===== config.mk =====
export PLATFORM = sky130hd
export DESIGN_NAME = call_stack
export DESIGN_NICKNAME = d
export VERILOG_FILES = /design/src/rtl/fib_pkg.sv /design/src/rtl/call_stack_mem.sv /design/src/rtl/call_stack.sv
export SDC_FILE = /design/constraint.sdc
export NUM_CORES = 1
export LEC_CHECK = 0
export ABC_CLOCK_PERIOD_IN_PS = 2600
export CORE_ASPECT_RATIO = 0.6
export CORE_MARGIN = 10
export CORE_UTILIZATION = 40
export CTS_CLUSTER_DIAMETER = 50
export DETAILED_ROUTE_END_ITERATION = 6
export GPL_TIMING_DRIVEN = 0
export PLACE_DENSITY = 0.61
export SLEW_MARGIN = 20
export SYNTH_ARGS = -nofsm -noshare
export SYNTH_HDL_FRONTEND = slang
export SYNTH_HIERARCHICAL = 1
export SYNTH_SLANG_ARGS = --single-unit

===== constraint.sdc =====
create_clock -name clk -period 2.6 [get_ports clk]
set_clock_uncertainty 0.05 [all_clocks]
set_input_delay 0.39 -clock clk [delete_from_list [all_inputs] [get_ports clk]]
set_output_delay 0.39 -clock clk [all_outputs]
set_load 0.01 [all_outputs]

===== src/rtl/fib_pkg.sv =====
// Shared constants and encodings for the Fibonacci datapath and its recursion call stack.
package fib_pkg;

    localparam int FIB_WIDTH       = 8;
    localparam int FIB_STACK_DEPTH = 16;

    // Selects which datapath value the datapath drives onto the stack's din.
    typedef enum logic [1:0] {
        STK_SEL_FLAG   = 2'b00,
        STK_SEL_N      = 2'b01,
        STK_SEL_RESULT = 2'b10,
        STK_SEL_ZERO   = 2'b11
    } stk_sel_e;

    // Stack operation decoded from {push, pop}.
    typedef enum logic [1:0] {
        OP_IDLE    = 2'b00,
        OP_POP     = 2'b01,
        OP_PUSH    = 2'b10,
        OP_REPLACE = 2'b11
    } stack_op_e;

    function automatic int addr_width(input int entries);
        return (entries > 1) ? $clog2(entries) : 1;
    endfunction

endpackage


===== src/rtl/call_stack_mem.sv =====
// Storage below the top-of-stack register: one synchronous write port, one asynchronous read port.
module call_stack_mem #(
    parameter int WIDTH   = 8,
    parameter int ENTRIES = 15,
    parameter int AW      = 4
) (
    input  logic             clk,
    input  logic             we,
    input  logic [AW-1:0]    waddr,
    input  logic [WIDTH-1:0] wdata,
    input  logic [AW-1:0]    raddr,
    output logic [WIDTH-1:0] rdata
);

    logic [WIDTH-1:0] mem_q [ENTRIES];

    always_ff @(posedge clk) begin
        if (we) begin
            mem_q[waddr] <= wdata;
        end
    end

    assign rdata = mem_q[raddr];

endmodule


===== src/rtl/call_stack.sv =====
// LIFO for Fibonacci recursion frames with a registered top-of-stack, status and sticky error flags.
// Optional high-water mark output enabled by defining CALL_STACK_HWM_EN.
module call_stack
    import fib_pkg::*;
#(
    parameter int WIDTH = FIB_WIDTH,
    parameter int DEPTH = FIB_STACK_DEPTH
) (
    input  logic                       clk,
    input  logic                       rst,
    input  logic                       push,
    input  logic                       pop,
    input  logic [WIDTH-1:0]           din,
    output logic [WIDTH-1:0]           dout,
    output logic [$clog2(DEPTH+1)-1:0] count,
    output logic                       empty,
    output logic                       full,
    output logic                       ovf,
    output logic                       unf,
`ifdef CALL_STACK_HWM_EN
    output logic [$clog2(DEPTH+1)-1:0] hwm,
`endif
    input  logic                       clr_err
);

    localparam int CW = $clog2(DEPTH + 1);
    localparam int AW = addr_width(DEPTH - 1);

    logic [WIDTH-1:0] top_q, top_d;
    logic [CW-1:0]    count_q, count_d;
    logic             ovf_q, ovf_d;
    logic             unf_q, unf_d;
    logic             is_empty, is_full;
    logic             mem_we;
    logic [AW-1:0]    wr_addr, rd_addr;
    logic [WIDTH-1:0] mem_rdata;
    stack_op_e        op;

    assign is_empty = (count_q == '0);
    assign is_full  = (count_q == CW'(DEPTH));
    // Entry below the top sits at count-2; the old top is spilled to count-1.
    assign wr_addr  = AW'(count_q - CW'(1));
    assign rd_addr  = AW'(count_q - CW'(2));
    assign op       = stack_op_e'({push, pop});

    call_stack_mem #(
        .WIDTH   (WIDTH),
        .ENTRIES (DEPTH - 1),
        .AW      (AW)
    ) u_mem (
        .clk   (clk),
        .we    (mem_we),
        .waddr (wr_addr),
        .wdata (top_q),
        .raddr (rd_addr),
        .rdata (mem_rdata)
    );

    always_comb begin
        top_d   = top_q;
        count_d = count_q;
        ovf_d   = ovf_q & ~clr_err;
        unf_d   = unf_q & ~clr_err;
        mem_we  = 1'b0;
        case (op)
            OP_PUSH: begin
                if (is_full) begin
                    ovf_d = 1'b1;
                end else begin
                    mem_we  = ~is_empty;
                    top_d   = din;
                    count_d = count_q + CW'(1);
                end
            end
            OP_POP: begin
                if (is_empty) begin
                    unf_d = 1'b1;
                end else if (count_q == CW'(1)) begin
                    top_d   = '0;
                    count_d = '0;
                end else begin
                    top_d   = mem_rdata;
                    count_d = count_q - CW'(1);
                end
            end
            OP_REPLACE: begin
                // On an empty stack this degenerates to a push but still records the bad pop.
                top_d = din;
                if (is_empty) begin
                    count_d = CW'(1);
                    unf_d   = 1'b1;
                end
            end
            default: ;
        endcase
    end

    always_ff @(posedge clk) begin
        if (!rst) begin
            top_q   <= '0;
            count_q <= '0;
            ovf_q   <= 1'b0;
            unf_q   <= 1'b0;
        end else begin
            top_q   <= top_d;
            count_q <= count_d;
            ovf_q   <= ovf_d;
            unf_q   <= unf_d;
        end
    end

`ifdef CALL_STACK_HWM_EN
    logic [CW-1:0] hwm_q, hwm_d;

    always_comb begin
        hwm_d = hwm_q;
        if (clr_err) begin
            hwm_d = count_q;
        end else if (count_q > hwm_q) begin
            hwm_d = count_q;
        end
    end

    always_ff @(posedge clk) begin
        if (!rst) begin
            hwm_q <= '0;
        end else begin
            hwm_q <= hwm_d;
        end
    end

    assign hwm = hwm_q;
`endif

    assign dout  = top_q;
    assign count = count_q;
    assign empty = is_empty;
    assign full  = is_full;
    assign ovf   = ovf_q;
    assign unf   = unf_q;

endmodule

* After elaboration in Yosys (flattened, before gate mapping)
Memory sizes are Yosys's and may differ from the RTL's. Index checks and enable logic that the tools add are counted. W data, S select, Z words.
Storage, ports and cells: flip-flop bits (word level) 15, memory bits (writable) 120, input port bits 13, logic and storage cells 42, memories 1
Memory list:
- u_mem.mem_q | depth 15, width 8, read ports 1, clocked after Yosys merged registers in 0, write ports 1, line call_stack_mem.sv:15 | logic [WIDTH-1:0] mem_q [ENTRIES];
Operators by class: add/subtract/negate cells 3, equality and inequality tests 8, muxes and demuxes 17, bitwise operators 4, reductions and logical operators 5
Operators with widths (count):
- $mux W8 | 3
- $pmux W8 S3 | 1
- $mux W5 | 4
- $pmux W5 S3 | 1
- $mux W1 | 8
- $ne A2 B2 Y1 const B | 3
- $add A5 B1 Y5 const B | 1
- $eq A5 B1 Y1 const B | 1
- $eq A5 B5 Y1 const B | 1
- $logic_not A5 Y1 | 1
- $sub A5 B1 Y5 const B | 1
- $eq A2 B2 Y1 const B | 2
- $reduce_and A4 Y1 | 1
- $sub A4 B2 Y4 const B | 1
- $reduce_and A3 Y1 | 1
- $reduce_bool A3 Y1 | 1
- $and A1 B1 Y1 | 2
- $eq A2 B1 Y1 const B | 1
- $not A1 Y1 | 2
- $reduce_or A2 Y1 | 1

* Depth between registers and ports, before layout
Gate-level depths: netlist of the first run.
depth after elaboration 6, gate-level depth with buffers 9, depth with buffers taken out 8

* Hierarchy
The synthesis of the first run kept the hierarchy.
By module, submodules not included:
- call_stack_mem | instances 1, cells each 221, area each 4705.8 sq um
- call_stack | instances 1, cells each 130, area each 1148.6 sq um

* Least setup slack after synthesis of the first run
OpenSTA, ideal clock, no wires.
path type register to register, start reg count_q[0] (netlist: count[0]), end mem u_mem.mem_q[0][0], enable pin, arrival 2365 ps, path slack -198 ps, stages on the path, launching flop included 7, period minus slack after synthesis 2798 ps, cells stage by stage dfxtp_1 > inv_1 > ha_1 > nor3b_4 > nor2b_1 > or3b_2 > nor3_1
On the way: elaborated cells between the ends (all ways) 8, those cells by class add/sub: 1; eq/ne: 1; mux: 4; bitwise: 1; reduce/logical: 1
RTL lines:
- start: declaration | line call_stack.sv:30 | logic [CW-1:0] count_q, count_d;
- start signal: assignment | line call_stack.sv:106 | count_q <= count_d;
- $sub A5 B1 Y5
- named net wr_addr[0] | line call_stack.sv:35 | logic [AW-1:0] wr_addr, rd_addr;
- end: declaration | line call_stack_mem.sv:15
The timed path passes the listed nets, and every way through them passes these cells.

* Worst setup path after layout of the first run
start reg count_q[2] (netlist: count[2]), end mem u_mem.mem_q[8][3], enable pin
The elaborated chain is that of the path after synthesis.

==> results of run 1 <==
-- area by class of cell --
cell class	instances	area (µm²)	area share
inverter	11	47.5	0.00640
buffer	20	158	0.0212
sequential	135	3910	0.526
clock buffer	19	433	0.0583
clock inverter	13	203	0.0273
multi-input combinational	185	1890	0.255
timing repair buffer	47	537	0.0723
tap	198	248	0.0334
-- metrics by stage --
step                      power, µW  std cells
after CTS                      7080        622
after global placement         4300        578
after global routing           7390        628
after floorplan                3780        351
after detailed placement       4350        578
final                          7110        628
-- cells in the final DEF, fill, tap and decap left out, drive strengths merged, types with 9 or more instances in the layout --
cell / count
inv: 11
nand3: 11
dfxtp: 15
buf: 33
a311oi: 10
clkdlybuf4s50: 28
ha: 11
nor3: 9
nor2: 27
mux4: 24
clkbuf: 24
edfxtp: 120
nand2: 22
o21ai: 10
-- sequential cells by signal, summed over array words and instances (netlist names) --
register,cells
unf,1
dout,8
u_mem/mem_q,120
ovf,1
count,5
-- how the worst max path moves through the flow --
stage	from	end	slack (ns)	cells past startpoint
after floorplan	count[0]$_SDFFE_PN0P_	u_mem/mem_q[3][0]$_DFFE_PP_	0.02	6
after global placement	count[0]$_SDFFE_PN0P_	u_mem/mem_q[4][5]$_DFFE_PP_	-0.83	6
after detailed placement	count[0]$_SDFFE_PN0P_	u_mem/mem_q[3][4]$_DFFE_PP_	-0.76	6
after CTS	count[0]$_SDFFE_PN0P_	u_mem/mem_q[0][6]$_DFFE_PP_	-0.07	7
after global routing	count[2]$_SDFFE_PN0P_	u_mem/mem_q[8][3]$_DFFE_PP_	-0.11	8
final	count[2]$_SDFFE_PN0P_	u_mem/mem_q[8][3]$_DFFE_PP_	-0.04	8
-- power by group through the flow --
stage	Sequential [µW]	Clock (µW)	Combinational [µW]
2_1_floorplan	2690	0	1090
3_3_place_gp	2740	0	1560
3_5_place_dp	2760	0	1590
4_1_cts	2720	2620	1740
5_1_grt	2740	2730	1920
6_report	2710	2580	1810
-- cell families after synthesis --
| group | Yosys count |
|---|---|
| flip-flops | 135 |
| buffers and inverters | 31 |
| AO/OA/AOI/OAI | 50 |
| XOR/XNOR | 5 |
| multiplexers | 33 |
| AND/OR/NAND/NOR | 86 |
| adder cells (fa/ha/maj) | 11 |
-- repair_timing --
action | in CTS | in global routing
pin swaps | 8 | 5
cloned | 0 | 0
setup buffers | 12 | 6
hold buffers | 0 | 0
resized for setup | 33 | 5
setup endpoints to repair | 122 | 121
-- cell usage after synthesis (2+ instances only) --
cell,instances
and2_1,2
clkbuf_2,2
nor2b_1,4
ha_1,11
nand3_1,11
edfxtp_1,120
buf_2,5
buf_6,7
a311oi_1,7
a221o_1,8
a32oi_1,2
a311oi_2,3
nand2b_1,4
dfxtp_1,15
nand3b_1,2
nor2_1,25
nor3_1,9
mux4_1,12
a21oi_1,2
xor2_1,3
buf_1,2
mux2i_1,8
o21ai_0,6
mux4_2,12
nor2_2,2
nand2_1,22
inv_1,11
o21ai_1,4
a22o_1,8
clkbuf_1,2
xnor2_1,2
-- worst min-delay path: cells and delay by family (launching register included) --
kind	cells	cell delay, ns
simple gates	1	0.04
flops	1	0.31
buf+inv	1	0.05
compound gates	1	0.13
-- metal layers --
layer,vias to the layer above,GRT usage,part of all wire
met2,123,0.194,0.43
met4,0,0.0292,0.0046
met1,1789,0.219,0.49
li1,1537,-,-
met5,-,0,0
met3,8,0.0416,0.072
==> out/metrics.csv, run 1 <==
stage,metric,value,unit
status,outcome,"finished, violations left",
status,violations,negative setup slack,
clocking,cts.htree.levels,4,
clocking,clk_latency,0.41,ns
placed_design,dpl_worst_slack,-0.765,ns
sta,fin_crit,2.64,ns
layout,areaGrowthSynthToFinish,26.9,%
route,antenna_left,0,
yosys,yosysSeqAreaShare,0.667,
power,powerDensity,957,nW/µm²
yosys,synth_top_area_frac,0.616,
route,dr_total_vias,3457,
sta,hold_viol,0,
setup_path,cp_slowest_cell,dfxtp_2,
power,peakVddDrop,0.493,mV
setup_path,timing.rr.end,u_mem/mem_q[8][3]$_DFFE_PP_,
yosys,synth_xor_area_frac,0.00748,
setup_path,worst_setup_path_end_kind,flip-flop,
job,cap_violations,0,
grt,grt-ovfl-total,0,
layout,num-nets-final,441,
yosys,synth_compound_area_frac,0.0763,
power,seqPwrFrac,0.382,
clocking,clock_path_buffers,2,
yosys,syn_nets,375,
layout,final_util,0.515,
power,power_frac_comb,0.255,
route,viasPerCell,5.50,
sta,setup_viol,8,
yosys,synth_warnings,6,
setup_path,reg2reg_slack,-0.04,ns
setup_path,path_class,flip-flop to flip-flop,
sta,tightest_slew,0.738,ns
floorplanning,coreArea,14400,µm²
setup_path,cp_slowest_stage_delay,0.47,ns
placed_design,gp_congestion,0.931,
setup_path,crit_required,2.68,ns
power,cell_internal_pwr,5060,µW
yosys,yosys-top-cells-area,"edfxtp_1 (62%), mux4_1 (5.4%), dfxtp_1 (5.1%), mux4_2 (4.6%), ha_1 (2.4%)",
layout,drive_gt1_frac,0.260,
worst_hold_path,hold_start,unf$_SDFF_PN0_,
worst_hold_path,worst_hold_path.endpoint,unf$_SDFF_PN0_,
clocking,cts_tree,built,
placed_design,dpl_cell_area,6410,µm²
layout,diodes,0,
route,drtIter0Drc,336,
layout,stdcell_area,7430,µm²
power,p_sw,2050,µW
yosys,synth_ff_type,edfxtp_1,
setup_path,crit_family,buffers and inverters,
floorplanning,die_y,114,µm
sta,tns,-0.292,ns
floorplanning,start_util,0.406,
yosys,synth.area.mux_share,0.116,
clocking,cts_root_buf,clkbuf_16,
floorplanning,die_area,20000,µm²
yosys,synth.largest_area_cell,edfxtp_1,
setup_path,arrival,2.72,ns
worst_hold_path,hold_path_depth,3,
grt,grt_usage,0.143,
yosys,synth_fa_ha_area_frac,0.0235,
yosys,synth.distinct_cells,49,
yosys,synth-edff-count,120,
power,p_leak,0.00254,µW
grt,grt_first_pass_wirelength,21.1,mm
yosys,synth_seq_cells,135,
route,drc,0,
route,post_drt_wl_per_cell,22.3,µm
sta,setup_ws,-0.0389,ns
setup_path,path_buf_inv,3,
power,power_switching_share,0.289,
power,clkPwrFrac,0.363,
sta,max_freq,0.379,GHz
clocking,cts.clk_slew.worst_paths,0.06,ns
grt,grt_start_max_net_pins,18,
sta,slew_violations,0,
setup_path,r2r_cells,8,
clocking,cts_inserted_buffers,17,
yosys,syn-cell-area,5850,µm²
clocking,clkSinkCount,135,
floorplanning,rows,34,
route,routed_wl,14.0,mm
placed_design,place_hpwl,9.39,mm
yosys,synth_top_family_by_area,multiplexers,
setup_path,critPathMaxFanout,9,
grt,grt_pass1_vias,3370,
yosys,synthSimpleGateAreaFrac,0.0759,
sta,whs,0.529,ns
setup_path,startpoint_type,flip-flop,
yosys,async_flop_share,0,
floorplanning,ios,30,
route,dr.pass1.iters,5,
yosys,netlist_instances,351,
sta,period_share,1.01,
yosys,syn_area_per_cell,16.7,µm²
grt,antenna_found_initial,0,
floorplanning,dieWidth,176,µm
layout,n_fill_cell,1155,
worst_hold_path,min_path_type,flip-flop to flip-flop,
sta,relSlewSlack,0.507,
setup_path,path_cells,inv_1 -> ha_1 -> a21boi_0 -> xor2_1 -> nand3b_1 -> buf_4 -> nor3_4 -> buf_12,
placed_design,io_buffers,29,
setup_path,r2r-start,count[2]$_SDFFE_PN0P_,
Note: power is estimated with default switching activity, not from simulation.
==> run 2, diff against run 1 <==
--- a/config.mk
+++ b/config.mk
@@ -13,6 +13,7 @@
 export DETAILED_ROUTE_END_ITERATION = 6
 export GPL_TIMING_DRIVEN = 0
 export PLACE_DENSITY = 0.61
+export RECOVER_POWER = 50
 export SLEW_MARGIN = 20
 export SYNTH_ARGS = -nofsm -noshare
 export SYNTH_HDL_FRONTEND = slang
==> out/metrics.csv, run 2 (same netlist as run 1, synthesis figures left out) <==
stage,metric,value,unit,change
route,post_drt_wl_per_cell,22.4,µm,was 22.3 µm
status,outcome,"finished, violations left",,unchanged
clocking,cts.htree.levels,4,,unchanged
grt,antenna_found_initial,0,,unchanged
layout,mostFrequentLayoutCell,edfxtp_1,,unchanged
clocking,clk_latency,0.41,ns,about the same
layout,multi_input_area,1890,µm²,about the same
route,drc,0,,unchanged
route,drtIter0Drc,369,,was 336
route,antenna_left,0,,unchanged
route,dr.pass1.iters,5,,unchanged
grt,grt_usage,0.143,,unchanged
setup_path,critPathMaxFanout,9,,unchanged
status,violations,negative setup slack,,unchanged
layout,diodes,0,,unchanged
sta,setup_ws,-0.0211,ns,was -0.0389 ns
setup_path,cp_slowest_cell,dfxtp_2,,unchanged
floorplanning,coreArea,14400,µm²,unchanged
power,peakVddDrop,0.492,mV,was 0.493 mV
route,routed_wl,14.1,mm,was 14.0 mm
layout,mostFrequentLayoutCells,"edfxtp_1 (120), nand2_1 (22), clkdlybuf4s50_1 (21)",,"was edfxtp_1 (120), clkdlybuf4s50_1 (28), nand2_1 (22)"
clocking,cts.clk_slew.worst_paths,0.06,ns,about the same
floorplanning,dieWidth,176,µm,unchanged
layout,num-nets-final,441,,unchanged
layout,top_register,u_mem/mem_q,,unchanged
floorplanning,rows,34,,unchanged
grt,grt_pass1_vias,3370,,unchanged
route,viasPerCell,5.51,,was 5.50
setup_path,startpoint_type,flip-flop,,unchanged
placed_design,gp_congestion,0.931,,unchanged
setup_path,worst_setup_path_end_kind,flip-flop,,unchanged
sta,max_freq,0.382,GHz,was 0.379 GHz
setup_path,path_class,flip-flop to flip-flop,,unchanged
placed_design,io_buffers,29,,unchanged
setup_path,crit_required,2.68,ns,about the same
grt,grt-ovfl-total,0,,unchanged
placed_design,dpl_worst_slack,-0.765,ns,unchanged
layout,final_util,0.514,,was 0.515
floorplanning,ios,30,,unchanged
sta,whs,0.526,ns,was 0.529 ns
setup_path,path_cells,inv_1 -> ha_1 -> a21boi_0 -> xor2_1 -> nand3b_1 -> buf_4 -> nor3_4 -> buf_12,,unchanged
sta,hold_viol,0,,unchanged
sta,slew_violations,0,,unchanged
power,p_leak,0.00255,µW,was 0.00254 µW
clocking,cts_inserted_buffers,17,,unchanged
sta,period_share,1.01,,about the same
job,cap_violations,0,,unchanged
clocking,clkSinkCount,135,,unchanged
sta,tightest_slew,0.736,ns,was 0.738 ns
sta,relSlewSlack,0.509,,was 0.507
route,dr_total_vias,3461,,was 3457
floorplanning,start_util,0.406,,unchanged
layout,areaGrowthSynthToFinish,26.7,%,was 26.9%
clocking,clock_path_buffers,2,,unchanged
layout,drive_gt1_frac,0.260,,unchanged
setup_path,path_buf_inv,3,,unchanged
floorplanning,die_area,20000,µm²,unchanged
grt,grt_start_max_net_pins,18,,unchanged
layout,largest_reg_flops,120,,unchanged
placed_design,place_hpwl,9.39,mm,unchanged
setup_path,arrival,2.70,ns,was 2.72 ns
floorplanning,die_y,114,µm,unchanged
layout,regArea,3910,µm²,unchanged
sta,fin_crit,2.62,ns,was 2.64 ns
clocking,cts_root_buf,clkbuf_16,,unchanged
clocking,cts_hold_buf,0,,unchanged
sta,setup_viol,8,,unchanged
setup_path,cp_slowest_stage_delay,0.47,ns,about the same
worst_hold_path,min_path_type,flip-flop to flip-flop,,unchanged
clocking,cts_tree,built,,unchanged
power,powerDensity,956,nW/µm²,was 957 nW/µm²
layout,n_fill_cell,1157,,was 1155
setup_path,crit_family,buffers and inverters,,unchanged
grt,grt_first_pass_wirelength,21.1,mm,unchanged
==> run 2: cell type report <==
cell class,instances,share of cell area
multi-input combinational,185,0.254
clock inverter,13,0.0273
tap,198,0.0334
buffer,20,0.0212
inverter,11,0.00641
clock buffer,19,0.0583
sequential,135,0.527
timing repair buffer,47,0.0723
==> run 2: worst register-to-register path, stage by stage (launching register included) <==
cell      delay, ns
dfxtp_2        0.47
inv_1          0.16
ha_1           0.20
a21boi_0       0.24
xor2_1         0.44
nand3b_1       0.17
buf_4          0.21
nor3_4         0.23
buf_12         0.16
==> run 2: worst paths after layout <==
| path | startpoint | to | slack, ns | depth (start not counted) |
|---|---|---|---|---|
| worst max-delay path | count[2]$_SDFFE_PN0P_ | u_mem/mem_q[8][3]$_DFFE_PP_ | -0.02 | 8 |
| worst min register to register | unf$_SDFF_PN0_ | unf$_SDFF_PN0_ | 0.53 | 3 |
| worst max register to register | count[2]$_SDFFE_PN0P_ | u_mem/mem_q[8][3]$_DFFE_PP_ | -0.02 | 8 |
| worst min-delay path | unf$_SDFF_PN0_ | unf$_SDFF_PN0_ | 0.53 | 3 |
==> run 2: per-stage QoR <==
stage               TNS (ns)  std cells  power, µW  instance area [µm²]
floorplan                  0        351       3780                 5860
global placement      -63.77        578       4300                 6400
detailed placement    -61.22        578       4350                 6410
CTS                   -0.540        622       7080                 7340
global route           -2.46        628       7380                 7420
finish                -0.148        628       7090                 7420
==> run 2: power by group <==
group          total, µW  leakage (µW)  switching [µW]  internal [µW]
Sequential          2710       0.00122             168           2540
Combinational       1800       0.00103             996            806
Clock               2580      0.000299             882           1700
==> run 2: what timing repair did <==
| item | in CTS | in global routing |
|---|---|---|
| setup buffers | 12 | 6 |
| pin swaps | 8 | 5 |
| resized for setup | 33 | 5 |
| endpoints found under the setup margin | 122 | 121 |
==> run 2: per-layer routing <==
metal	track usage	wire length, µm
met5	0	0
met4	0.0292	66
met3	0.0416	1030
met2	0.194	6000
met1	0.219	6950
